<file path="src/rtl/data_pack_pkg.sv">
// Shared definitions for the symbol packer and its unpack partner.
package data_pack_pkg;

  localparam int unsigned SYM_W  = 7;
  localparam int unsigned WORD_W = 32;
  // Largest fill after one symbol is 31 + 7 = 38 bits.
  localparam int unsigned ACC_W  = WORD_W + SYM_W - 1;
  localparam int unsigned CNT_W  = 6;

  typedef enum logic [1:0] {
    IDLE  = 2'd0,
    ACC   = 2'd1,
    FLUSH = 2'd2
  } state_t;

  // One output beat of the 32-bit link.
  typedef struct packed {
    logic [WORD_W-1:0] data;
    logic              sop;
    logic              eop;
  } word_t;

  // Fill count after one more symbol has been written.
  function automatic logic [CNT_W-1:0] fill_after(input logic [CNT_W-1:0] f);
    return f + CNT_W'(SYM_W);
  endfunction

endpackage

</file>
<file path="src/rtl/data_pack_out_reg.sv">
// One-entry valid/ready holding register for a packed output word.
module stream_out_reg
  import data_pack_pkg::*;
(
  input  logic  clk,
  input  logic  rst,
  input  logic  load,
  input  word_t load_word,
  input  logic  take,
  output logic  valid,
  output word_t word,
  output logic  free_c
);

  // Entry can be refilled when empty or being drained this cycle.
  assign free_c = ~valid | take;

  // Hold the word until the link takes it; a load wins over a drain.
  always_ff @(posedge clk) begin
    if (rst) begin
      valid <= 1'b0;
      word  <= '0;
    end else if (load) begin
      valid <= 1'b1;
      word  <= load_word;
    end else if (take) begin
      valid <= 1'b0;
    end
  end

endmodule

</file>
<file path="src/rtl/data_pack.sv">
// Packs a 7-bit symbol stream LSB-first into 32-bit words with sop/eop framing.
module data_pack
  import data_pack_pkg::*;
(
  input  logic              clk,
  input  logic              rst,
  output logic              ready_out,
  input  logic              valid_in,
  input  logic [SYM_W-1:0]  data_in,
  input  logic              sop_in,
  input  logic              eop_in,
  output logic              valid_out,
  output logic [WORD_W-1:0] data_out,
  output logic              sop_out,
  output logic              eop_out,
  input  logic              ready_in,
  output logic              sop_err
);

  state_t             state_q, state_d;
  logic [ACC_W-1:0]   acc_q, acc_d, acc_ins;
  logic [CNT_W-1:0]   fill_q, fill_d, fill_sum;
  logic               first_q, first_d;
  logic               err_d;
  logic               accept, pack, sop_w, free_c, load;
  word_t              load_word, word;

  // Symbol handshake; FLUSH blocks input while the residue is emitted.
  assign ready_out = (state_q != FLUSH) & free_c & ~rst;
  assign accept    = valid_in & ready_out;
  assign pack      = accept & ((state_q == ACC) | ((state_q == IDLE) & sop_in));

  // Accumulator with the incoming symbol dropped in at the current fill.
  assign acc_ins   = acc_q | (ACC_W'(data_in) << fill_q);
  assign fill_sum  = fill_after(fill_q);
  assign sop_w     = (state_q == IDLE) | first_q;

  // State, accumulator and sop-tracking registers.
  always_ff @(posedge clk) begin
    if (rst) begin
      state_q <= IDLE;
      acc_q   <= '0;
      fill_q  <= '0;
      first_q <= 1'b0;
      sop_err <= 1'b0;
    end else begin
      state_q <= state_d;
      acc_q   <= acc_d;
      fill_q  <= fill_d;
      first_q <= first_d;
      sop_err <= err_d;
    end
  end

  // Next-state, accumulator update and word generation.
  always_comb begin
    state_d   = state_q;
    acc_d     = acc_q;
    fill_d    = fill_q;
    first_d   = first_q;
    err_d     = 1'b0;
    load      = 1'b0;
    load_word = '0;

    case (state_q)
      IDLE: begin
        if (accept && !sop_in) begin
          err_d = 1'b1;
        end
      end
      ACC: begin
      end
      FLUSH: begin
        if (free_c) begin
          load           = 1'b1;
          load_word.data = acc_q[WORD_W-1:0];
          load_word.sop  = first_q;
          load_word.eop  = 1'b1;
          acc_d          = '0;
          fill_d         = '0;
          first_d        = 1'b0;
          state_d        = IDLE;
        end
      end
      default: begin
        state_d = IDLE;
      end
    endcase

    if (pack) begin
      load_word.data = acc_ins[WORD_W-1:0];
      load_word.sop  = sop_w;
      if (eop_in && (fill_sum <= CNT_W'(WORD_W))) begin
        // Packet ends inside this word: bits above the fill are already zero.
        load          = 1'b1;
        load_word.eop = 1'b1;
        acc_d         = '0;
        fill_d        = '0;
        first_d       = 1'b0;
        state_d       = IDLE;
      end else if (fill_sum >= CNT_W'(WORD_W)) begin
        // Full word out; any residue stays in the low bits.
        load          = 1'b1;
        load_word.eop = 1'b0;
        acc_d         = acc_ins >> WORD_W;
        fill_d        = fill_sum - CNT_W'(WORD_W);
        first_d       = 1'b0;
        state_d       = eop_in ? FLUSH : ACC;
      end else begin
        acc_d   = acc_ins;
        fill_d  = fill_sum;
        first_d = sop_w;
        state_d = ACC;
      end
    end
  end

  stream_out_reg u_out (
    .clk       (clk),
    .rst       (rst),
    .load      (load),
    .load_word (load_word),
    .take      (ready_in),
    .valid     (valid_out),
    .word      (word),
    .free_c    (free_c)
  );

  assign data_out = word.data;
  assign sop_out  = word.sop;
  assign eop_out  = word.eop;

endmodule

</file>
<file path="config.mk">
export PLATFORM = sky130hd
export DESIGN_NAME = data_pack
export DESIGN_NICKNAME = d
export VERILOG_FILES = /design/src/rtl/data_pack_pkg.sv /design/src/rtl/data_pack_out_reg.sv /design/src/rtl/data_pack.sv
export SDC_FILE = /design/constraint.sdc
export NUM_CORES = 1
export LEC_CHECK = 0
export CAP_MARGIN = 15
export CORE_ASPECT_RATIO = 0.75
export CORE_MARGIN = 1
export CORE_UTILIZATION = 50
export CTS_BUF_LIST = sky130_fd_sc_hd__clkbuf_16
export DETAILED_ROUTE_END_ITERATION = 12
export PLACE_DENSITY = 0.81
export SETUP_SLACK_MARGIN = 0.15
export SYNTH_ARGS = -nofsm -noshare
export SYNTH_HDL_FRONTEND = slang
export SYNTH_SLANG_ARGS = --single-unit
export TNS_END_PERCENT = 5
</file>
<file path="constraint.sdc">
create_clock -name clk -period 3.4 [get_ports clk]
set_input_delay 0.34 -clock clk [delete_from_list [all_inputs] [get_ports clk]]
set_output_delay 0.34 -clock clk [all_outputs]
set_load 0.01 [all_outputs]
</file>
==> results of run 1 <==
stage by stage:
step | worst slack, ps | hold slack, ps | cells
finish | 739 | 455 | 614
global route | 635 | 476 | 614
CTS | 765 | 456 | 614
detailed placement | 634 | 447 | 598
global placement | 697 | 440 | 598
floorplan | 1000 | 417 | 473
power by group through the flow:
stage / sequential [mW] / combinational [mW] / clock (mW)
2_1_floorplan: 1.04 / 0.340 / 0
3_3_place_gp: 1.04 / 0.487 / 0
3_5_place_dp: 1.04 / 0.492 / 0
4_1_cts: 1.01 / 0.495 / 0.990
5_1_grt: 1.02 / 0.547 / 1.03
6_report: 1.01 / 0.510 / 0.982
logic make-up (layout without fill, tap and decap cells):
logic type | count (synthesis) | in the layout | synth area share, %
mux | 20 | 20 | 5.71
compound gates | 148 | 148 | 26.1
simple gates | 171 | 171 | 20.9
fa+ha+maj | 2 | 2 | 0.624
flops | 83 | 83 | 41.4
buf+inv | 49 | 89 | 5.30
cells in the mapped netlist (2+ instances only):
library cell	count
dfxtp_1	83
nor2_1	47
nand2_1	36
a21oi_1	32
nor3_1	30
clkbuf_1	26
a22oi_1	14
o21ai_0	14
a31oi_1	11
nand3_1	11
a211oi_1	10
a32oi_1	10
buf_2	10
inv_1	10
mux2_2	10
and2_1	9
o22ai_1	9
mux2i_1	8
nor2b_1	6
nor4_1	6
a22o_1	5
o211ai_1	5
o2bb2ai_1	5
a221o_1	4
a311oi_1	4
and3b_1	4
o31ai_1	4
a221oi_1	3
a41oi_1	3
and3_1	3
nand2b_1	3
nand3b_1	3
a211o_1	2
a211oi_2	2
buf_6	2
ha_1	2
nand4_1	2
nor4b_1	2
o41ai_1	2
or2_2	2
or4_1	2
registers in the layout, indices dropped and copies added, names as in the netlist:
signal / flops
sop_err: 1
first_q: 1
acc_q: 38
u_out.word: 34
u_out.valid: 1
state_q: 2
fill_q: 6
per-layer routing:
| layer | up-vias | track usage, % | routed length, um | share of wire, % |
|---|---|---|---|---|
| met4 | 0 | 7.89 | 150 | 1.3 |
| li1 | 1845 | - | - | - |
| met5 | - | 0 | 0 | 0 |
| met3 | 24 | 6.69 | 1110 | 9.6 |
| met2 | 233 | 44.2 | 5170 | 45 |
| met1 | 1843 | 39.9 | 5130 | 44 |
worst paths after layout:
kind / start / end / slack (ps) / depth (start not counted)
max reg2reg: fill_q[5] / u_out.word[6] / 740 / 6
max: fill_q[5] / u_out.word[6] / 740 / 6
min: u_out.word[26] / u_out.word[26] / 460 / 2
min reg2reg: u_out.word[26] / u_out.word[26] / 460 / 2
area by class of cell:
type                       count  share of cell area [%]
clock buffer                   9                    4.62
clock inverter                 7                    1.54
inverter                      10                   0.770
multi-input combinational    341                    44.0
sequential                    83                    34.1
tap                          101                    2.59
timing repair buffer          63                    12.4
critical path, cell delays in order (launching register included):
cell	delay, ps
dfxtp_1	630
and3b_1	380
a2111o_1	590
mux2_2	500
buf_4	230
nor2_1	110
nor3_1	60
cell usage in the layout, fill, tap and decap left out, drive strengths merged, types with 5 or more instances in the layout:
master and n:
dfxtp 83, nor2 49, clkdlybuf4s50 48, nand2 36
a21oi 32, nor3 30, buf 15, o21ai 14
a22oi 14, inv 12, a211oi 12, nand3 11
a31oi 11, mux2 10, a32oi 10, and2 9
o22ai 9, clkbuf 9, mux2i 9, nor2b 6
nor4 6, o211ai 5, a22o 5, o2bb2ai 5
==> impl_results.md, run 1 <==
- Initial Util: ~53%
- Ant. Diodes: 0
- Htree depth: 3
- # clock sinks: 83
- Post-CTS Hold Buffers: 0
- Detailed placer's ending HPWL: 7920 um
- Synth Warn #: 0
- Overall Power: 2.51 mW
- Worst Path Arrival: 2850 ps
- Post-Syn Nets: 488
- Fmax: 376 MHz
- Final-report hold violation count: 0
- Slew Viols, Final: 0
- Clk pwr share: 39.2%
- Kind of critical path: flip-flop to flip-flop
- # DRC: 0
- Syn Std Cell Area: 0.00401 mm2
- Sequential power share: between 40 and 50%
- Placer Congestion: 0.917
- Minimum clock period: approximately 2700 ps
- Pwr dens: 514 mW/mm2
- Finished Core Util: 64.4%
- HP Class: flip-flop to flip-flop
- Power share of the combinational group: 20.3%
- CTS Root Buffer Type: clkbuf_16
- Period Utilization, post-route: slightly below 80%
- Wirelength per Cell: 18.8 um
- Slew headroom: 42.0%
- Horiz. Die Dim: 105 um
- Maxcap violations: 0
- Later-pin clock latency in the skew report: 340 ps
- WL final: approximately 12000 um
- Total gr overflow: 0
- RSZ-0062 raised after global routing: no
- Site Rows: 27
- Post-synth EDFFs: 0
- I/O Pins: 50
- Setup Skew: 6.55 ps
- Net Sw Frac: 30.2%
- DR vias/cell: 6.43
- Post-CTS setup buffers: 0
- Switching power: 0.756 mW
- Area of the multi-input gates: 0.00215 mm2
- First-pass GRT wire length: between 15000 and 20000 um
- Setup violations, final: 0
- DRT iter0 DRCs: 542
- Synth async-reset ratio: 0%
- Sequential share of the synthesized area: ~41%
- Fin nets: 523
- Worst Path Max Fanout: 21
- Area occupied by registers: 0.00166 mm2
- Clock Tree Buf Depth: 2
- Pint: around 1.7 mW
- Antenna violations before repair: 0
- Pin count of the biggest net entering global routing: 63
- Fillers: 651
- Die height: 79.6 um
- Placed Area: ~0.0046 mm2
- Gr usage total: 28.6%
- DRT Pass-1 Iters: 5
- Worst-Margin Slew: between 800 and 900 ps
- # resized after CTS: 0
- Synth Area per Inst: 8.48 um2
- Cells after synthesis: 473
- Number of global-route vias before repair: 3607
- Cell area after layout: between 0.004 and 0.005 mm2
- Core area: about 0.0076 mm2
- Post-DRT Antenna Nets: 0
- Setup TNS: 0 ps
- IO Port Bufs: between 40 and 50
- Share of cells above drive strength 1: 9.36%
- Clock transition at path regs: 60 ps
- Num CTS Buffers: 9
- Synth cell types: 58
- Via count: between 3k and 4k
- Leakage: 1.69 nW
- CTS tree: yes
- Die ar.: between 0.008 and 0.009 mm2
- Crit end category: flip-flop
- Synth Flop Type: dfxtp_1
- VDD IR max: 289 uV
- Worst EP required: roughly 3600 ps
- Top post-synthesis cells by area: dfxtp_1, nor2_1, a21oi_1
- Area delta synth->final: 21.5%
- Synthesis-stage register bit count: 83
- Startpoint Class: flip-flop
- Yosys top cell by area: dfxtp_1
- Synth top area share: 41.4%
- Status: finished clean
Power figures use the tool's default switching activity.
==> run 2, diff against run 1 <==
--- a/config.mk
+++ b/config.mk
@@ -11,7 +11,7 @@
 export CORE_UTILIZATION = 50
 export CTS_BUF_LIST = sky130_fd_sc_hd__clkbuf_16
 export DETAILED_ROUTE_END_ITERATION = 12
-export PLACE_DENSITY = 0.81
+export PLACE_DENSITY = 0.84
 export SETUP_SLACK_MARGIN = 0.15
 export SYNTH_ARGS = -nofsm -noshare
 export SYNTH_HDL_FRONTEND = slang
==> constraint.sdc (replaced) <==
create_clock -name clk -period 2.3 [get_ports clk]
set_input_delay 0.23 -clock clk [delete_from_list [all_inputs] [get_ports clk]]
set_output_delay 0.23 -clock clk [all_outputs]
set_load 0.01 [all_outputs]
==> impl_results.md, run 2 (same netlist as run 1, synthesis figures left out) <==
- Status: finished clean
- Reg2Reg Launch Point: fill_q[1]
- Post-DRT Antenna Nets: 0
- # clock sinks: 83
- Later-pin clock latency in the skew report: 340 ps
- Finished Core Util: a little under three quarters
- Hold endpoint: fill_q[1]
- DRT iter0 DRCs: 433
- HP Class: input pin to flip-flop
- Htree depth: 3
- Fmax: between 400 and 500 MHz
- Total gr overflow: 0
- Commonest non-fill, non-tap cells in the layout: dfxtp_1, buf_4, clkdlybuf4s50_1, nor2_1, nand2_1
- I/O Pins: 50
- Pin count of the biggest net entering global routing: 62
- Minimum clock period: 2220 ps
- Slew Viols, Final: 0
- Worst-Margin Slew: 973 ps
- Number of global-route vias before repair: 3905
- Final-report hold violation count: 0
- Gr usage total: 30.2%
- Final std cells w/o fill: 670
- Fillers: 582
- Detailed placer's ending HPWL: 8570 um
- Hold path cells: 4
- Setup violations, final: 0
- Clock transition at path regs: 60 ps
- Leakage: 2.00 nW
- Clock Tree Buf Depth: 2
- Setup Skew: 6.73 ps
- Placed cells: 644
- Period Utilization, post-route: slightly below 100%
- Site Rows: 27
- Biggest regs: acc_q: 38 flops, u_out.word: 34 flops, fill_q: 6 flops
- Worst EP required: 2490 ps
- Post-CTS Hold Buffers: 0
- Cell area after layout: 0.00540 mm2
- R2r worst-path depth: 7
- Crit end category: flip-flop
- Area delta synth->final: 34.5%
- Startpoint Class: flip-flop
- Num CTS Buffers: 9
- CTS tree: yes
- Ant. Diodes: 0
- IO Port Bufs: a little under 50
- Kind of critical path: flip-flop to flip-flop
- First-pass GRT wire length: about 20000 um
- Placed Area: 0.00494 mm2
- # DRC: 0
- Initial Util: a little over half
- Via count: 4271
- Worst Path Arrival: 2410 ps
- Reg-to-Reg End: u_out.word[32]
- Placer Congestion: 0.959
- Hold path startpoint: rst
- DR vias/cell: ~6.4
- RSZ-0062 raised after global routing: yes
- Die ar.: about 0.0084 mm2
- VDD IR max: 391 uV
- Overall Power: 3.72 mW
- Setup TNS: 0 ps
- Wirelength per Cell: about 19 um
- Share of cells above drive strength 1: 19.9%
- WL final: approximately 13000 um
- Maxcap violations: 0
- DRT Pass-1 Iters: 6
- Max FFs per register: 38
- Commonest non-fill, non-tap cell in the layout: dfxtp_1
- Fin nets: 580
- Horiz. Die Dim: 105 um
- Reg with most FFs: acc_q
- WHS: 352 ps
- CTS Root Buffer Type: clkbuf_16
- Antenna violations before repair: 0
- Pwr dens: 689 mW/mm2
- Register-to-register setup slack: 80 ps
- Worst Path Max Fanout: 7
- Final setup margin: 83.2 ps
- Core area: 0.00757 mm2
- Die height: a little under 80 um
- Worst slack at placement: -128 ps
- Slew headroom: 34.6%
## run 2: cell types whose count changed in the layout (fill, tap and decap cells not counted), sizes merged
| cell | change |
|---|---|
| mux2 | +1 |
| buf | +54 |
| bufinv | -1 |
| clkinv | +1 |
| clkbuf | +2 |
| inv | -1 |
## run 2: what timing repair did
item,in CTS,in global routing
cloned,0,5
pin swaps,1,3
hold endpoints to repair,0,0
resized for setup,1,20
setup endpoints to repair,34,68
buffers inserted,2,4
## run 2: worst max-delay path by stage
stage	start	end
after floorplan	fill_q[0]	u_out.word[9]
after global placement	ready_in	u_out.word[5]
after detailed placement	ready_in	u_out.word[22]
after CTS	fill_q[1]	u_out.word[22]
after global routing	fill_q[2]	u_out.word[2]
final	fill_q[1]	u_out.word[32]
## run 2: layout make-up
class	instances	area [um2]	share of cell area, %
Clock buffer	9	225	4.17
Inverter	10	37.5	0.695
Clock inverter	6	32.5	0.603
Multi-Input combinational cell	342	2210	40.9
Tap cell	101	126	2.34
Timing Repair Buffer	119	1100	20.4
Sequential cell	83	1670	30.9
## run 2: critical path: stages (launching register included)
cell      delay [ps]
dfxtp_4          360
or3_4            360
a2111o_1         540
buf_6            170
mux2_4           320
buf_4            160
nand2_1           60
a31oi_1           80
## run 2: power by group
| group | total [mW] | internal, mW | switching, mW |
|---|---|---|---|
| Combinational | 0.928 | 0.398 | 0.530 |
| Sequential | 1.50 | 1.48 | 0.0262 |
| Clock | 1.29 | 0.715 | 0.575 |
| Total | 3.72 | 2.59 | 1.13 |
## run 2: routing by layer
metal / global-route usage, % / share of wire, %
met3: 6.37 / 9.1
met1: 41.1 / 43
met4: 12.0 / 2.6
met2: 46.8 / 45
met5: 0 / 0
==> run 3, diff against run 2 <==
--- a/config.mk
+++ b/config.mk
@@ -5,7 +5,8 @@
 export SDC_FILE = /design/constraint.sdc
 export NUM_CORES = 1
 export LEC_CHECK = 0
-export CAP_MARGIN = 15
+export ABC_CLOCK_PERIOD_IN_PS = 2300
+export CAP_MARGIN = 40
 export CORE_ASPECT_RATIO = 0.75
 export CORE_MARGIN = 1
 export CORE_UTILIZATION = 50
@@ -13,6 +14,7 @@
 export DETAILED_ROUTE_END_ITERATION = 12
 export PLACE_DENSITY = 0.84
 export SETUP_SLACK_MARGIN = 0.15
+export SLEW_MARGIN = 25
 export SYNTH_ARGS = -nofsm -noshare
 export SYNTH_HDL_FRONTEND = slang
 export SYNTH_SLANG_ARGS = --single-unit
==> impl_results.md, run 3 (same netlist as run 1, synthesis figures left out) <==
- Status: finished clean
- Minimum clock period: approximately 2200 ps
- Register-to-register setup slack: 80 ps
- Wirelength per Cell: 19.1 um
- Startpoint Class: flip-flop
- Leakage: 2.00 nW
- Clock Tree Buf Depth: 2
- CP cell instances: or3_4, a2111o_1, buf_6, mux2_4, buf_4, nand2_1, a31oi_1
- Period Utilization, post-route: a little over nine tenths
- Setup violations, final: 0
- Initial Util: between 50% and 60%
- Pin count of the biggest net entering global routing: between 60 and 70
- Commonest non-fill, non-tap cells in the layout: dfxtp_1, buf_4, clkdlybuf4s50_1, nor2_1, nand2_1
- Antenna violations before repair: 0
- Pwr dens: 689 mW/mm2
- Reg with most FFs: acc_q
- Max FFs per register: 38
- # DRC: 0
- DR vias/cell: 6.31
- Placed cells: 644
- Worst Path Max Fanout: 7
- VDD IR max: 395 uV
- Placer Congestion: about 0.96
- # clock sinks: between 80 and 90
- Clock transition at path regs: 60 ps
- Worst-Margin Slew: 663 ps
- Number of global-route vias before repair: just under 4k
- Htree depth: 3
- Biggest regs: acc_q: 38 flops, u_out.word: 34 flops, fill_q: 6 flops
- WL final: 12800 um
- First-pass GRT wire length: 19600 um
- Placed Area: 0.00494 mm2
- Fin nets: between 500 and 600
- Share of cells above drive strength 1: 20.0%
- Gr usage total: 30.2%
- Final setup margin: around 84 ps
- Detailed placer's ending HPWL: 8570 um
- RSZ-0062 raised after global routing: yes
- Setup Skew: 6.59 ps
- Total gr overflow: 0
- Kind of critical path: flip-flop to flip-flop
- Site Rows: 27
- Commonest non-fill, non-tap cell in the layout: dfxtp_1
- Horiz. Die Dim: 105 um
- HP Class: input pin to flip-flop
- Maxcap violations: 0
- Fmax: between 400 and 500 MHz
- Die height: 79.6 um
- Ant. Diodes: 0
- Worst Path Arrival: 2410 ps
- Num CTS Buffers: 9
- R2r worst-path depth: 7
- Later-pin clock latency in the skew report: 340 ps
- Crit end category: flip-flop
- Slew Viols, Final: 0
- IO Port Bufs: 49
- Worst slack at placement: -128 ps
- CTS tree: yes
- Final std cells w/o fill: about 670
- Highest-delay cell along the critical path: a2111o_1
- Post-DRT Antenna Nets: 0
- Core area: 0.00757 mm2
- Via count: approximately 4.2k
- Cell area after layout: 0.00540 mm2
- Final-report hold violation count: 0
- Hold path cells: 5
- Slew headroom: 55.8%
- CTS Root Buffer Type: clkbuf_16
- DRT Pass-1 Iters: 6
- Worst EP required: 2490 ps
- Slowest cell delay on critical path: 540 ps
- DRT iter0 DRCs: between 400 and 500
- Die ar.: 0.00839 mm2
- Area delta synth->final: 34.6%
- I/O Pins: 50
## run 3: layer usage
layer  GRT usage [%]  wire length, um
met2            46.8             5810
met5               0                0
met1            41.1             5440
met4            12.0              334
met3            6.37             1250
## run 3: per-stage QoR
step / utilization [%] / hold slack [ps] / TNS (ps) / total power, mW
final: 71.4 / 426 / 0 / 3.72
after global routing: 71.4 / 459 / 0 / 3.86
after CTS: 68.9 / 344 / 0 / 3.65
after detailed placement: 65.3 / 449 / -3950 / 2.39
after global placement: 65.3 / 438 / -1170 / 2.38
after floorplan: - / 307 / 0 / 2.04
## run 3: path summary, 6_finish.rpt
kind / startpoint / to
worst min register to register: u_out.word[9] / u_out.word[9]
worst max register to register: fill_q[1] / u_out.word[32]
worst min-delay path: rst / fill_q[1]
worst max-delay path: fill_q[1] / u_out.word[32]
## run 3: timing repair
| action | in CTS | in global routing |
|---|---|---|
| pin swaps | 1 | 3 |
| setup endpoints to repair | 34 | 67 |
| setup buffers | 2 | 4 |
| gates resized for setup | 1 | 20 |
| endpoints found under the hold margin | 0 | 0 |
| cloned | 0 | 5 |
| hold buffers | 0 | 0 |
## run 3: critical path: cells and delay by family (launching register included)
kind	cells	cell delay [ps]
multiplexers	1	320
AND/OR/NAND/NOR	2	430
AO/OA/AOI/OAI	2	620
buffers and inverters	2	330
flip-flops	1	360
## run 3: report_power, final
| group | switching (mW) | internal, mW | leakage [nW] |
|---|---|---|---|
| Combinational | 0.530 | 0.399 | 1.20 |
| Clock | 0.578 | 0.716 | 0.124 |
| Sequential | 0.0267 | 1.48 | 0.672 |
## run 3: layout make-up
class	count	area [um2]
Clock buffer	9	225
Multi-Input combinational cell	342	2210
Timing Repair Buffer	120	1100
Clock inverter	6	32.5
Fill cell	582	2160
Tap cell	101	126
Inverter	10	37.5
Sequential cell	83	1670
